==> src/rtl/irq_ctrl_pkg.sv <==
// irq_ctrl_pkg: register offsets and sizing shared by the interrupt controller.
package irq_ctrl_pkg;
  localparam int IRQ_MAX = 8;
  localparam int IRQ_VEC_W = 3;
  typedef enum logic [1:0] {
    IRQ_OFF_PENDING = 2'd0,
    IRQ_OFF_ENABLE  = 2'd1,
    IRQ_OFF_EDGE    = 2'd2,
    IRQ_OFF_STATUS  = 2'd3
  } irq_off_e;
endpackage

==> src/rtl/irq_prio_enc.sv <==
// irq_prio_enc: combinational priority encoder, lowest set index wins.
module irq_prio_enc
  import irq_ctrl_pkg::*;
#(
  parameter int N = IRQ_MAX
) (
  input  logic [N-1:0]         req_i,
  output logic                 any_o,
  output logic [IRQ_VEC_W-1:0] idx_o
);
  always_comb begin
    any_o = |req_i;
    idx_o = '0;
    for (int i = N - 1; i >= 0; i--)
      if (req_i[i]) idx_o = IRQ_VEC_W'(i);
  end
endmodule

==> src/rtl/irq_ctrl.sv <==
// irq_ctrl: N-channel interrupt controller with pending/enable/edge registers,
// fixed-priority request/vector to the CPU and per-channel clear pulses.
module irq_ctrl
  import irq_ctrl_pkg::*;
#(
  parameter int          N_IRQ     = 8,
  parameter logic [15:0] BASE_ADDR = 16'h1100
) (
  input  logic                 clk,
  input  logic                 reset,
  input  logic [15:0]          address,
  input  logic [7:0]           din,
  input  logic                 w_en,
  input  logic                 r_en,
  output logic [7:0]           dout,
  input  logic [N_IRQ-1:0]     irq_src,
  output logic [N_IRQ-1:0]     irq_src_clr,
  output logic                 irq_req,
  output logic [IRQ_VEC_W-1:0] irq_vec,
  input  logic                 irq_ack
);
  logic [N_IRQ-1:0] pend_q, pend_d, en_q, en_d, edge_q, edge_d, prev_q, clr_q, clr_d;
  logic [N_IRQ-1:0] wclr, aclr, set;
  logic [7:0] dout_q, dout_d;
  logic req_q, req_d;
  logic [IRQ_VEC_W-1:0] vec_q, vec_d;
  logic sel, wr, rd;
  logic [1:0] off;

  irq_prio_enc #(.N(N_IRQ)) u_enc (
    .req_i(pend_q & en_q),
    .any_o(req_d),
    .idx_o(vec_d)
  );

  always_comb begin
    sel = address[15:2] == BASE_ADDR[15:2];
    off = address[1:0];
    wr = sel & w_en;
    rd = sel & r_en;
    wclr = (wr && off == IRQ_OFF_PENDING) ? din[N_IRQ-1:0] : '0;
    aclr = (irq_ack && req_q) ? N_IRQ'(1) << vec_q : '0;
    clr_d = wclr | aclr;
    // level channels set on the source alone, edge channels need a 0->1 step
    set = irq_src & (~edge_q | ~prev_q);
    pend_d = (pend_q & ~clr_d) | set;
    en_d = (wr && off == IRQ_OFF_ENABLE) ? din[N_IRQ-1:0] : en_q;
    edge_d = (wr && off == IRQ_OFF_EDGE) ? din[N_IRQ-1:0] : edge_q;
    dout_d = !rd ? dout_q :
             off == IRQ_OFF_PENDING ? 8'(pend_q) :
             off == IRQ_OFF_ENABLE  ? 8'(en_q) :
             off == IRQ_OFF_EDGE    ? 8'(edge_q) : {req_q, 4'b0, vec_q};
  end

  always_ff @(posedge clk or posedge reset) begin
    if (reset) begin
      pend_q <= '0;
      en_q   <= '0;
      edge_q <= '0;
      prev_q <= '0;
      clr_q  <= '0;
      dout_q <= '0;
      req_q  <= 1'b0;
      vec_q  <= '0;
    end else begin
      pend_q <= pend_d;
      en_q   <= en_d;
      edge_q <= edge_d;
      prev_q <= irq_src;
      clr_q  <= clr_d;
      dout_q <= dout_d;
      req_q  <= req_d;
      vec_q  <= vec_d;
    end
  end

  assign dout = dout_q;
  assign irq_src_clr = clr_q;
  assign irq_req = req_q;
  assign irq_vec = vec_q;
endmodule

==> config.mk <==
export PLATFORM = sky130hd
export DESIGN_NAME = irq_ctrl
export DESIGN_NICKNAME = d
export VERILOG_FILES = /design/src/rtl/irq_ctrl_pkg.sv /design/src/rtl/irq_prio_enc.sv /design/src/rtl/irq_ctrl.sv
export SDC_FILE = /design/constraint.sdc
export NUM_CORES = 1
export LEC_CHECK = 0
export BUFFER_PORTS_ARGS = -buffer_cell sky130_fd_sc_hd__buf_2
export CAP_MARGIN = 20
export CORE_AREA = 2 2 68 70
export DETAILED_ROUTE_END_ITERATION = 10
export DIE_AREA = 0 0 70 72
export PLACE_DENSITY_LB_ADDON = 0.2
export SYNTH_ARGS = -nofsm -noshare
export SYNTH_HDL_FRONTEND = slang
export SYNTH_SLANG_ARGS = --single-unit
==> constraint.sdc <==
create_clock -name clk -period 2.1 [get_ports clk]
set_clock_uncertainty 0.15 [all_clocks]
set_input_delay 0 -clock clk [delete_from_list [all_inputs] [get_ports clk]]
set_output_delay 0 -clock clk [all_outputs]
set_load 0.05 [all_outputs]
==> out/metrics.csv, run 1 <==
metric,value,unit
setup ws final,436,ps
Gate power share,0.082,
YS warnings,0,
sequential element share of the synthesized area,0.566,
worst ir drop on vdd,0.000405,V
"commonest non-fill, non-tap cell in the layout",buf_2,
post-route cell area,0.00293,mm²
Num CTS Buffers,5,
Die ar.,0.00504,mm²
fraction of power spent switching nets,0.220,
# IOs,57,
syn nets,231,
ratio of cells with drive above 1 in the final layout,0.344,
Placed Area,0.00266,mm²
Final period util,0.792,
worst rel slew slack,0.568,
pre-CTS setup slack,248,ps
crit path DAT,1700,ps
startpoint types,flop,
final hold vios,0,
internal power,1300,µW
hold worst-path end,irq_src_clr[6]$_DFF_PP0_,
CTS tree,yes,
DR vias/cell,5.29,
initial antenna violation count,0,
dpl hpwl,3520,µm
Worst Hold Class,input pin to flop,
critical setup path kind,flop to flop,
P&R area growth vs syn,27.3,%
Max-Cap Viols,0,
Post-DRT Antenna Nets,0,
n_diodes,0,
Leakage,0.00157,µW
first-pass GRT wire length,8360,µm
total gr overflow,0,
CP Capture Type,flop,
hold_sp,irq_ack,
hold depth,4,
chip height,72,µm
f_max,0.601,GHz
"Reg clk slew, reported paths",90,ps
gp weighted congestion,0.814,
CP max FO,4,
Resized cells post-CTS,0,
FF-to-FF End,irq_src_clr[7]$_DFF_PP0_,
Tot GR Track Use,0.215,
RSZ-0062 raised after global routing,no,
initial core utilization,0.539,
Synth Area per Inst,11.8,µm²
run status,finished clean,
hold slack,62.8,ps
worst-margin pin slew,648,ps
cells after synthesis,194,
setup_tns,0,ps
final wirelength,4970,µm
die width,70,µm
clock power share,0.313,
# setup viols final,0,
most frequent cells in the layout,"buf_2, dfrtp_1, nand2_1",
Pwr Density,572,mW/mm²
largest net degree at the start of global routing,53,
Remaining DRCs,0,
reg2reg start,irq_req$_DFF_PP0_,
Yosys reg bits,52,
cell area after synthesis,0.00230,mm²
clock tree sinks,52,
CTS Root Buffer Type,clkbuf_8,
worst-case reg-to-reg path depth,4,
row count,24,
Max Slew Vio Count,0,
H-tree Lvls,2,
Yosys cell types,29,
PortBufs,56,
post-DR wirelength/cell,15.2,µm
Reg2Reg Setup Slack,440,ps
Clock Path Buffers,2,
number of global-route vias before repair,1769,
DRT iter0 DRCs,78,
NetSw,369,µW
core box area,0.00426,mm²
Pre-antenna DRT Iters,4,
worst skew pair latency,300,ps
min Tclk post-route,1660,ps
CP required,2130,ps
DR vias,1736,
nets,313,
Sequential Power Share,0.605,
-- registers in the layout, indices dropped and copies added (netlist names) --
name / count
pend_q: 8
irq_vec: 3
prev_q: 8
irq_req: 1
dout: 8
irq_src_clr: 8
en_q: 8
edge_q: 8
-- Yosys cell counts (all sizes together) --
| master | number | area share |
|---|---|---|
| nor4 | 1 | 0.0093 |
| mux4 | 4 | 0.039 |
| mux2 | 20 | 0.098 |
| and3b | 1 | 0.0038 |
| o21ai | 13 | 0.028 |
| clkbuf | 2 | 0.0033 |
| dfrtp | 52 | 0.57 |
| and3 | 1 | 0.0027 |
| inv | 17 | 0.028 |
| nor3b | 4 | 0.023 |
| nor4b | 2 | 0.021 |
| nand2b | 1 | 0.0027 |
| a32o | 1 | 0.0044 |
| nand4 | 2 | 0.012 |
| and4 | 1 | 0.0038 |
| mux2i | 4 | 0.017 |
| or2 | 1 | 0.0027 |
| a22oi | 2 | 0.0065 |
| nand2 | 36 | 0.059 |
| buf | 2 | 0.0038 |
| nor2 | 6 | 0.0098 |
| o31ai | 8 | 0.026 |
| a21oi | 5 | 0.011 |
| nand3 | 5 | 0.011 |
| nor2b | 3 | 0.0082 |
-- worst max-delay path by stage --
stage / slack [ps] / from / endpoint
final: 440 / irq_req$_DFF_PP0_ / irq_src_clr[7]$_DFF_PP0_
after global routing: 370 / irq_vec[0]$_DFF_PP0_ / irq_src_clr[5]$_DFF_PP0_
after CTS: 450 / irq_req$_DFF_PP0_ / irq_src_clr[5]$_DFF_PP0_
after detailed placement: 250 / address[10] / en_q[5]$_DFFE_PP0P_
after global placement: 280 / address[10] / en_q[6]$_DFFE_PP0P_
after floorplan: 470 / irq_vec[0]$_DFF_PP0_ / dout[0]$_DFFE_PP0P_
-- routing by layer --
layer	vias to the layer above	global-route usage	part of all wire
met2	57	0.358	0.49
met5	-	0	0
met1	839	0.290	0.45
li1	832	-	-
met3	8	0.0458	0.051
met4	0	0.0598	0.012
-- timing repair --
action / CTS / global route
hold buffers: 19 / 0
buffers inserted: 0 / 0
hold endpoints to repair: 92 / 0
-- power groups by stage --
stage	sequential [µW]	clock [µW]	combinational, µW
after floorplan	1030	0	55.1
after global placement	1030	0	113
after detailed placement	1030	0	115
after CTS	1010	538	139
after global routing	1010	572	155
final	1010	524	138
-- critical path: stages, from the launching register on --
cell	delay [ps]
dfrtp_1	410
and3_1	230
nand3_1	100
o31ai_1	100
dlygate4sd3_1	570
-- area by class of cell --
type                            instances  area, µm²
Clock buffer                            6       72.6
Clock inverter                          1       5.00
Fill cell                             332       1340
Inverter                               17       63.8
Multi-Input combinational cell        121        917
Sequential cell                        52       1300
Tap cell                               52       65.1
Timing Repair Buffer                   79        500
-- cell families after synthesis --
logic type,after synthesis,share of synthesized area
AO/OA/AOI/OAI,29,0.0762
buffers and inverters,21,0.0348
flip-flops,52,0.566
multiplexers,28,0.155
AND/OR/NAND/NOR,64,0.168
-- metrics by stage --
| stage | util | cells | power, µW |
|---|---|---|---|
| floorplan | - | 194 | 1090 |
| global placement | 0.623 | 302 | 1140 |
| detailed placement | 0.623 | 302 | 1150 |
| CTS | 0.686 | 328 | 1690 |
| global route | 0.686 | 328 | 1740 |
| finish | 0.686 | 328 | 1670 |
No activity file was read; power rests on OpenSTA's default activity.
==> run 2: changes to the inputs <==
--- a/config.mk
+++ b/config.mk
@@ -5,11 +5,12 @@
 export SDC_FILE = /design/constraint.sdc
 export NUM_CORES = 1
 export LEC_CHECK = 0
+export ABC_AREA = 1
 export BUFFER_PORTS_ARGS = -buffer_cell sky130_fd_sc_hd__buf_2
 export CAP_MARGIN = 20
-export CORE_AREA = 2 2 68 70
+export CORE_AREA = 2 2 74 76
 export DETAILED_ROUTE_END_ITERATION = 10
-export DIE_AREA = 0 0 70 72
+export DIE_AREA = 0 0 76 78
 export PLACE_DENSITY_LB_ADDON = 0.2
 export SYNTH_ARGS = -nofsm -noshare
 export SYNTH_HDL_FRONTEND = slang
==> constraint.sdc (replaced) <==
create_clock -name clk -period 1.5 [get_ports clk]
set_clock_uncertainty 0.15 [all_clocks]
set_input_delay 0 -clock clk [delete_from_list [all_inputs] [get_ports clk]]
set_output_delay 0 -clock clk [all_outputs]
set_load 0.05 [all_outputs]
==> run 2 against run 1 <==
  * Global-route usage shrank 0.88 points
  * Via count grew 23%
  * Cell area grew 5.2%
  * Sequential share of layout area shrank 2.2 points
  * Critical path depth grew 2
  * Core utilization shrank 7.6 points
  * Critical path type is now input pin to flop
  * Largest cell class unchanged
  * Largest power group unchanged
  * Highest routed layer unchanged
==> out/metrics.csv, run 2 <==
metric,value,unit,change
run status,finished clean,,
Reg2Reg Setup Slack,270,ps,-170 ps
Placed Area,0.00276,mm²,+3.8%
DR vias/cell,4.87,,-7.9%
worst skew pair latency,300,ps,about the same
# IOs,57,,unchanged
f_max,0.708,GHz,
synth cell count leaders,"nand2_1, dfrtp_1, inv_1, nor2_1, o21ai_0",,
Clock Path Buffers,2,,unchanged
worst ir drop on vdd,0.000530,V,+31%
Tot GR Track Use,0.206,,-0.00881
dpl hpwl,4060,µm,+15%
reg2reg start,pend_q[6]$_DFF_PP0_,,
Leakage,0.00172,µW,+10%
dominant cell by count in the synthesized netlist,nand2_1,,
largest net degree at the start of global routing,53,,unchanged
n_diodes,0,,unchanged
syn nets,318,,+38%
Yosys reg bits,52,,unchanged
hold_sp,irq_ack,,
CP Capture Type,flop,,
nets,405,,+29%
Post-CTS Setup Repair Bufs,0,,unchanged
# setup viols final,0,,unchanged
first-pass GRT wire length,9490,µm,+14%
cell area after synthesis,0.00237,mm²,+3.1%
Pre-antenna DRT Iters,4,,unchanged
"area leader, netlist",dfrtp_1,,
post-route cell area,0.00308,mm²,+5.2%
Final period util,0.942,,
Pwr Density,962,mW/mm²,+68%
dominant synthesized flop cell,dfrtp_1,,
YS warnings,0,,unchanged
row count,26,,+8.3%
Post-Synth XOR/XNOR Area,0,,unchanged
Post-Route Utilization,0.610,,-0.0756
final hold vios,0,,unchanged
Synth Area per Inst,8.43,µm²,-29%
die width,76,µm,+8.6%
CTS Root Buffer Type,clkbuf_8,,
CP max FO,7,,+3
crit path DAT,1500,ps,-200 ps
largest family of logic cells by synthesized area,simple AND/OR/NAND/NOR gates,,
Placed Cells incl. Taps,407,,+35%
PortBufs,56,,unchanged
Max Slew Vio Count,0,,unchanged
Remaining DRCs,0,,unchanged
P&R area growth vs syn,29.9,%,
asr flop ratio synth,1.00,,unchanged
Synth area leaders,"dfrtp_1, nand2_1, inv_1",,
Compound-Gate Fraction of Synth Area,0.0861,,+0.00985
Num CTS Buffers,5,,unchanged
clock tree sinks,52,,unchanged
post-synthesis simple-gate area fraction,0.291,,+0.123
initial antenna violation count,0,,unchanged
Fillers,460,,+39%
startpoint types,input pin,,
final wirelength,5750,µm,+16%
Synth top area share,0.549,,-0.0170
cells after synthesis,281,,+45%
DRT iter0 DRCs,168,,+120%
mux contribution to synthesized area,0,,-0.155
worst rel slew slack,0.716,,+0.148
CTS tree,yes,,
CP required,1590,ps,-540 ps
RSZ-0062 raised after global routing,no,,
critical setup path kind,input pin to flop,,
Post-synth EDFFs,0,,unchanged
initial core utilization,0.470,,-0.0691
total gr overflow,0,,unchanged
worst-case reg-to-reg path depth,7,,+3
H-tree Lvls,2,,unchanged
setup_tns,0,ps,unchanged
"Reg clk slew, reported paths",80,ps,about the same
worst-margin pin slew,425,ps,-223 ps
"commonest non-fill, non-tap cell in the layout",nand2_1,,
Yosys cell types,23,,-21%
Max-Cap Viols,0,,unchanged
ratio of cells with drive above 1 in the final layout,0.217,,-0.127
chip height,78,µm,+8.3%
DR vias,2135,,+23%
adder-cell share of the synthesized area,0,,unchanged
hold depth,5,,+1
most frequent cells in the layout,"nand2_1, buf_2, dfrtp_1",,
min Tclk post-route,1410,ps,
Post-DRT Antenna Nets,0,,unchanged
Worst Hold Class,input pin to flop,,
gp weighted congestion,0.861,,+5.7%
Die ar.,0.00593,mm²,+18%
number of global-route vias before repair,2048,,+16%
hold worst-path end,irq_src_clr[4]$_DFF_PP0_,,
sequential element share of the synthesized area,0.549,,-0.0170
FF-to-FF End,irq_vec[0]$_DFF_PP0_,,
post-DR wirelength/cell,13.1,µm,-13%
Finished Layout Cells,438,,+34%
core box area,0.00504,mm²,+18%
==> run 2: worst max path at each step <==
| stage | slack, ps | end | startpoint | depth (start not counted) |
|---|---|---|---|---|
| 6_report | 90 | irq_src_clr[0]$_DFF_PP0_ | address[1] | 6 |
| 5_1_grt | 8 | irq_src_clr[5]$_DFF_PP0_ | address[1] | 6 |
| 4_1_cts | 100 | irq_src_clr[6]$_DFF_PP0_ | address[1] | 6 |
| 3_5_place_dp | 210 | dout[7]$_DFFE_PP0P_ | address[11] | 8 |
| 3_3_place_gp | 240 | dout[1]$_DFFE_PP0P_ | address[2] | 10 |
| 2_1_floorplan | 90 | dout[0]$_DFFE_PP0P_ | reset | 1 |
==> run 2: layout make-up <==
cell class	count	area [µm²]	share of cell area
Sequential cell	52	1300	0.423
Timing Repair Buffer	86	593	0.193
Clock buffer	6	72.6	0.0236
Tap cell	70	87.6	0.0285
Inverter	33	124	0.0402
Multi-Input combinational cell	190	895	0.291
Clock inverter	1	5.00	0.00163
==> run 2: cell families after synthesis <==
family          Yosys count
simple gates            156
flops                    52
buf+inv                  39
compound gates           34
==> run 2: where the power goes <==
part	total (µW)	internal [µW]	switching (µW)
combinational	642	213	429
sequential	1570	1490	78.3
clock	746	318	428
total	2960	2030	936
==> run 2: through the flow <==
stage               hold WS (ps)  setup WS, ps  power [µW]
floorplan                   -119          92.1        2000
global placement           -84.4           239        2200
detailed placement         -79.1           209        2210
CTS                         7.96           100        3000
global route                54.4          8.48        3120
finish                      9.73          87.6        2960
==> run 2: critical path, stage by stage <==
cell and delay, ps:
buf_2 110, nor2_1 350, buf_4 240, nand4_1 130, dlygate4sd3_1 600, nand2_1 70
==> run 2: repair_timing <==
| action | CTS | global route |
|---|---|---|
| setup endpoints to repair | 0 | 1 |
| hold buffers | 25 | 0 |
| hold endpoints to repair | 92 | 0 |
| gates resized for setup | 0 | 0 |
==> run 2: layer usage <==
layer  global-route usage  part of all wire  up-vias
met5                    0                 0        -
met4               0.0564             0.013        0
li1                     -                 -     1061
met1                0.259              0.44      991
met3               0.0419             0.053        8
met2                0.363              0.49       75
==> run 3: changes to the inputs <==
--- a/config.mk
+++ b/config.mk
@@ -8,10 +8,12 @@
 export ABC_AREA = 1
 export BUFFER_PORTS_ARGS = -buffer_cell sky130_fd_sc_hd__buf_2
 export CAP_MARGIN = 20
-export CORE_AREA = 2 2 74 76
+export CORE_AREA = 2 2 69 71
 export DETAILED_ROUTE_END_ITERATION = 10
-export DIE_AREA = 0 0 76 78
+export DIE_AREA = 0 0 71 73
 export PLACE_DENSITY_LB_ADDON = 0.2
+export SLEW_MARGIN = 20
 export SYNTH_ARGS = -nofsm -noshare
 export SYNTH_HDL_FRONTEND = slang
+export SYNTH_HIERARCHICAL = 1
 export SYNTH_SLANG_ARGS = --single-unit
==> constraint.sdc (replaced) <==
create_clock -name clk -period 1.79 [get_ports clk]
set_clock_uncertainty 0.15 [all_clocks]
set_input_delay 0 -clock clk [delete_from_list [all_inputs] [get_ports clk]]
set_output_delay 0 -clock clk [all_outputs]
set_load 0.05 [all_outputs]
==> run 3 against run 2 <==
  * Synthesized area grew 4.5%
  * Count of clock-buffer cells in the layout grew 2
  * Combinational power shrank 12%
  * Worst hold slack gained 6.2 ps
  * Synthesized cell count grew 5.3%
  * Via count grew 3.6%
  * Critical path type unchanged
==> out/metrics.csv, run 3 <==
metric,value,unit,change
run status,finished clean,,
syn nets,333,,+4.7%
GRT met3 Usage,0.0442,,+0.00234
M1 GR Usage,0.335,,+0.0764
CTS tree,yes,,
fraction of power spent switching nets,0.321,,+0.00539
Sequential Power Share,0.513,,-0.018
core box area,0.00454,mm²,-10%
asr flop ratio synth,1.00,,unchanged
Pre-antenna DRT Iters,4,,unchanged
startpoint types,input pin,,
Post-DRT Antenna Nets,0,,unchanged
Synth area leaders,"dfrtp_1, nand2_1, inv_1",,
Worst Hold Class,input pin to flop,,
first-pass GRT wire length,9890,µm,+4.2%
Die ar.,0.00518,mm²,-13%
worst-margin pin slew,544,ps,+119 ps
cell area after synthesis,0.00248,mm²,+4.5%
row count,25,,-3.8%
"commonest non-fill, non-tap cell in the layout",nand2_1,,
H-tree Lvls,2,,unchanged
n_diodes,0,,unchanged
critical setup path kind,input pin to flop,,
critical path's slowest cell,dlygate4sd3_1,,
die width,71,µm,-6.6%
"most used cell, CP",dlygate4sd3_1,,
Remaining DRCs,0,,unchanged
sequential element share of the synthesized area,0.525,,-0.0238
Leakage,0.00183,µW,+6.1%
internal power,1750,µW,-14%
Pwr Density,807,mW/mm²,-16%
worst ir drop on vdd,0.000561,V,+5.9%
YS warnings,6,,+6
Synth Area per Inst,8.37,µm²,-0.76%
Top delay family on crit path,buffers and inverters,,
initial antenna violation count,0,,unchanged
worst rel slew slack,0.636,,-0.0794
Final period util,0.961,,
final wirelength,5910,µm,+2.6%
number of global-route vias before repair,2142,,+4.6%
clock tree sinks,52,,unchanged
"Reg clk slew, reported paths",90,ps,about the same
NetSw,829,µW,-11%
ratio of cells with drive above 1 in the final layout,0.229,,+0.0114
Gate power share,0.220,,+0.003
DR vias,2211,,+3.6%
CP required,1890,ps,+300 ps
CTS Root Buffer Type,clkbuf_8,,
chip height,73,µm,-6.4%
post-DR wirelength/cell,13.3,µm,+1.5%
CP Capture Type,flop,,
Clock Path Buffers,2,,unchanged
"Largest stage delay, worst path",600,ps,about the same
Bufs and invs on worst path,4,,+1
DR vias/cell,4.99,,+2.4%
Synth top area share,0.525,,-0.0238
Placed Area,0.00278,mm²,+0.91%
nets,425,,+4.9%
busiest layer in global routing,met2,,
Yosys reg bits,52,,unchanged
clock power share,0.267,,+0.015
met2 usage,0.407,,+0.0437
"area leader, netlist",dfrtp_1,,
worst path cell trace,"dlygate4sd3_1, buf_2, nor2_2, buf_6, nand4_1, dlygate4sd3_1, nand2_1",,
hold slack,15.9,ps,+6.21 ps
f_max,0.581,GHz,
crit path DAT,1820,ps,+320 ps
RSZ-0062 raised after global routing,no,,
worst skew pair latency,310,ps,about the same
cells after synthesis,296,,+5.3%
post-route cell area,0.00320,mm²,+3.9%
# IOs,57,,unchanged
P&R area growth vs syn,29.0,%,
most frequent cells in the layout,"nand2_1, buf_2, dfrtp_1",,
# setup viols final,0,,unchanged
dominant cell by count in the synthesized netlist,nand2_1,,
largest net degree at the start of global routing,30,,-43%
setup_tns,0,ps,unchanged
total gr overflow,0,,unchanged
min Tclk post-route,1720,ps,
Max Slew Vio Count,0,,unchanged
Num CTS Buffers,5,,unchanged
initial core utilization,0.546,,+0.0762
DRT iter0 DRCs,180,,+7.1%
dpl hpwl,4030,µm,-0.55%
gp weighted congestion,0.880,,+2.3%
Max-Cap Viols,0,,unchanged
dominant synthesized flop cell,dfrtp_1,,
Post-synth EDFFs,0,,unchanged
PortBufs,56,,unchanged
Yosys cell types,26,,+13%
final hold vios,0,,unchanged
Tot GR Track Use,0.250,,+0.0438
CP max FO,8,,+1
synth cell count leaders,"nand2_1, dfrtp_1, inv_1, o21ai_0, nand3_1",,
==> run 3: kinds of logic after synthesis <==
| group | Yosys count | synth area share |
|---|---|---|
| compound gates | 34 | 0.0813 |
| flops | 52 | 0.525 |
| buf+inv | 54 | 0.101 |
| simple gates | 156 | 0.292 |
==> run 3: tightest hold or removal path, cell delays in order <==
cell and delay (ps):
buf_2 190, nand4_1 130, nand3_1 60, nand2_1 50
==> run 3: repair_timing <==
action,CTS,global route
hold buffers,29,0
hold endpoints to repair,100,0
buffers inserted,0,3
resized for setup,0,2
setup endpoints to repair,0,4
==> run 3: final timing paths <==
path                                      from                        to  slack, ps  cells after the start
setup / recovery                    address[1]  irq_src_clr[7]$_DFF_PP0_         70                      7
hold / removal                            w_en       pend_q[5]$_DFF_PP0_         20                      4
setup reg to reg           pend_q[6]$_DFF_PP0_         irq_req$_DFF_PP0_        480                      5
hold reg to reg            dout[7]$_DFFE_PP0P_       dout[7]$_DFFE_PP0P_        330                      2
max in group asynchronous                reset       en_q[2]$_DFFE_PP0P_        820                      4
min in group asynchronous                reset       dout[4]$_DFFE_PP0P_        130                      3
==> run 3: power by group through the flow <==
stage / sequential, µW / clock (µW) / combinational [µW]
after floorplan: 1460 / 0 / 232
after global routing: 1330 / 749 / 628
after global placement: 1340 / 0 / 512
after detailed placement: 1340 / 0 / 519
final: 1320 / 690 / 568
after CTS: 1320 / 702 / 557
==> run 3: area by class of cell <==
type                            count  area [µm²]
Clock buffer                        8        90.1
Multi-Input combinational cell    190         928
Tap cell                           54        67.6
Fill cell                         369        1340
Timing Repair Buffer               91         629
Inverter                           48         180
Sequential cell                    52        1300
==> run 3: stage by stage <==
step | setup slack (ps) | std cells | total power (µW) | utilization
after floorplan | 382 | 296 | 1690 | -
after global placement | 428 | 402 | 1860 | 0.614
after detailed placement | 394 | 402 | 1860 | 0.614
after CTS | 68.4 | 439 | 2580 | 0.697
after global routing | 0.0153 | 443 | 2710 | 0.705
final | 69.4 | 443 | 2580 | 0.705
==> run 3: routing by layer <==
layer	share of wire	wire [µm]
met5	0	0
met4	0.022	130
met3	0.049	292
met2	0.47	2790
met1	0.46	2690
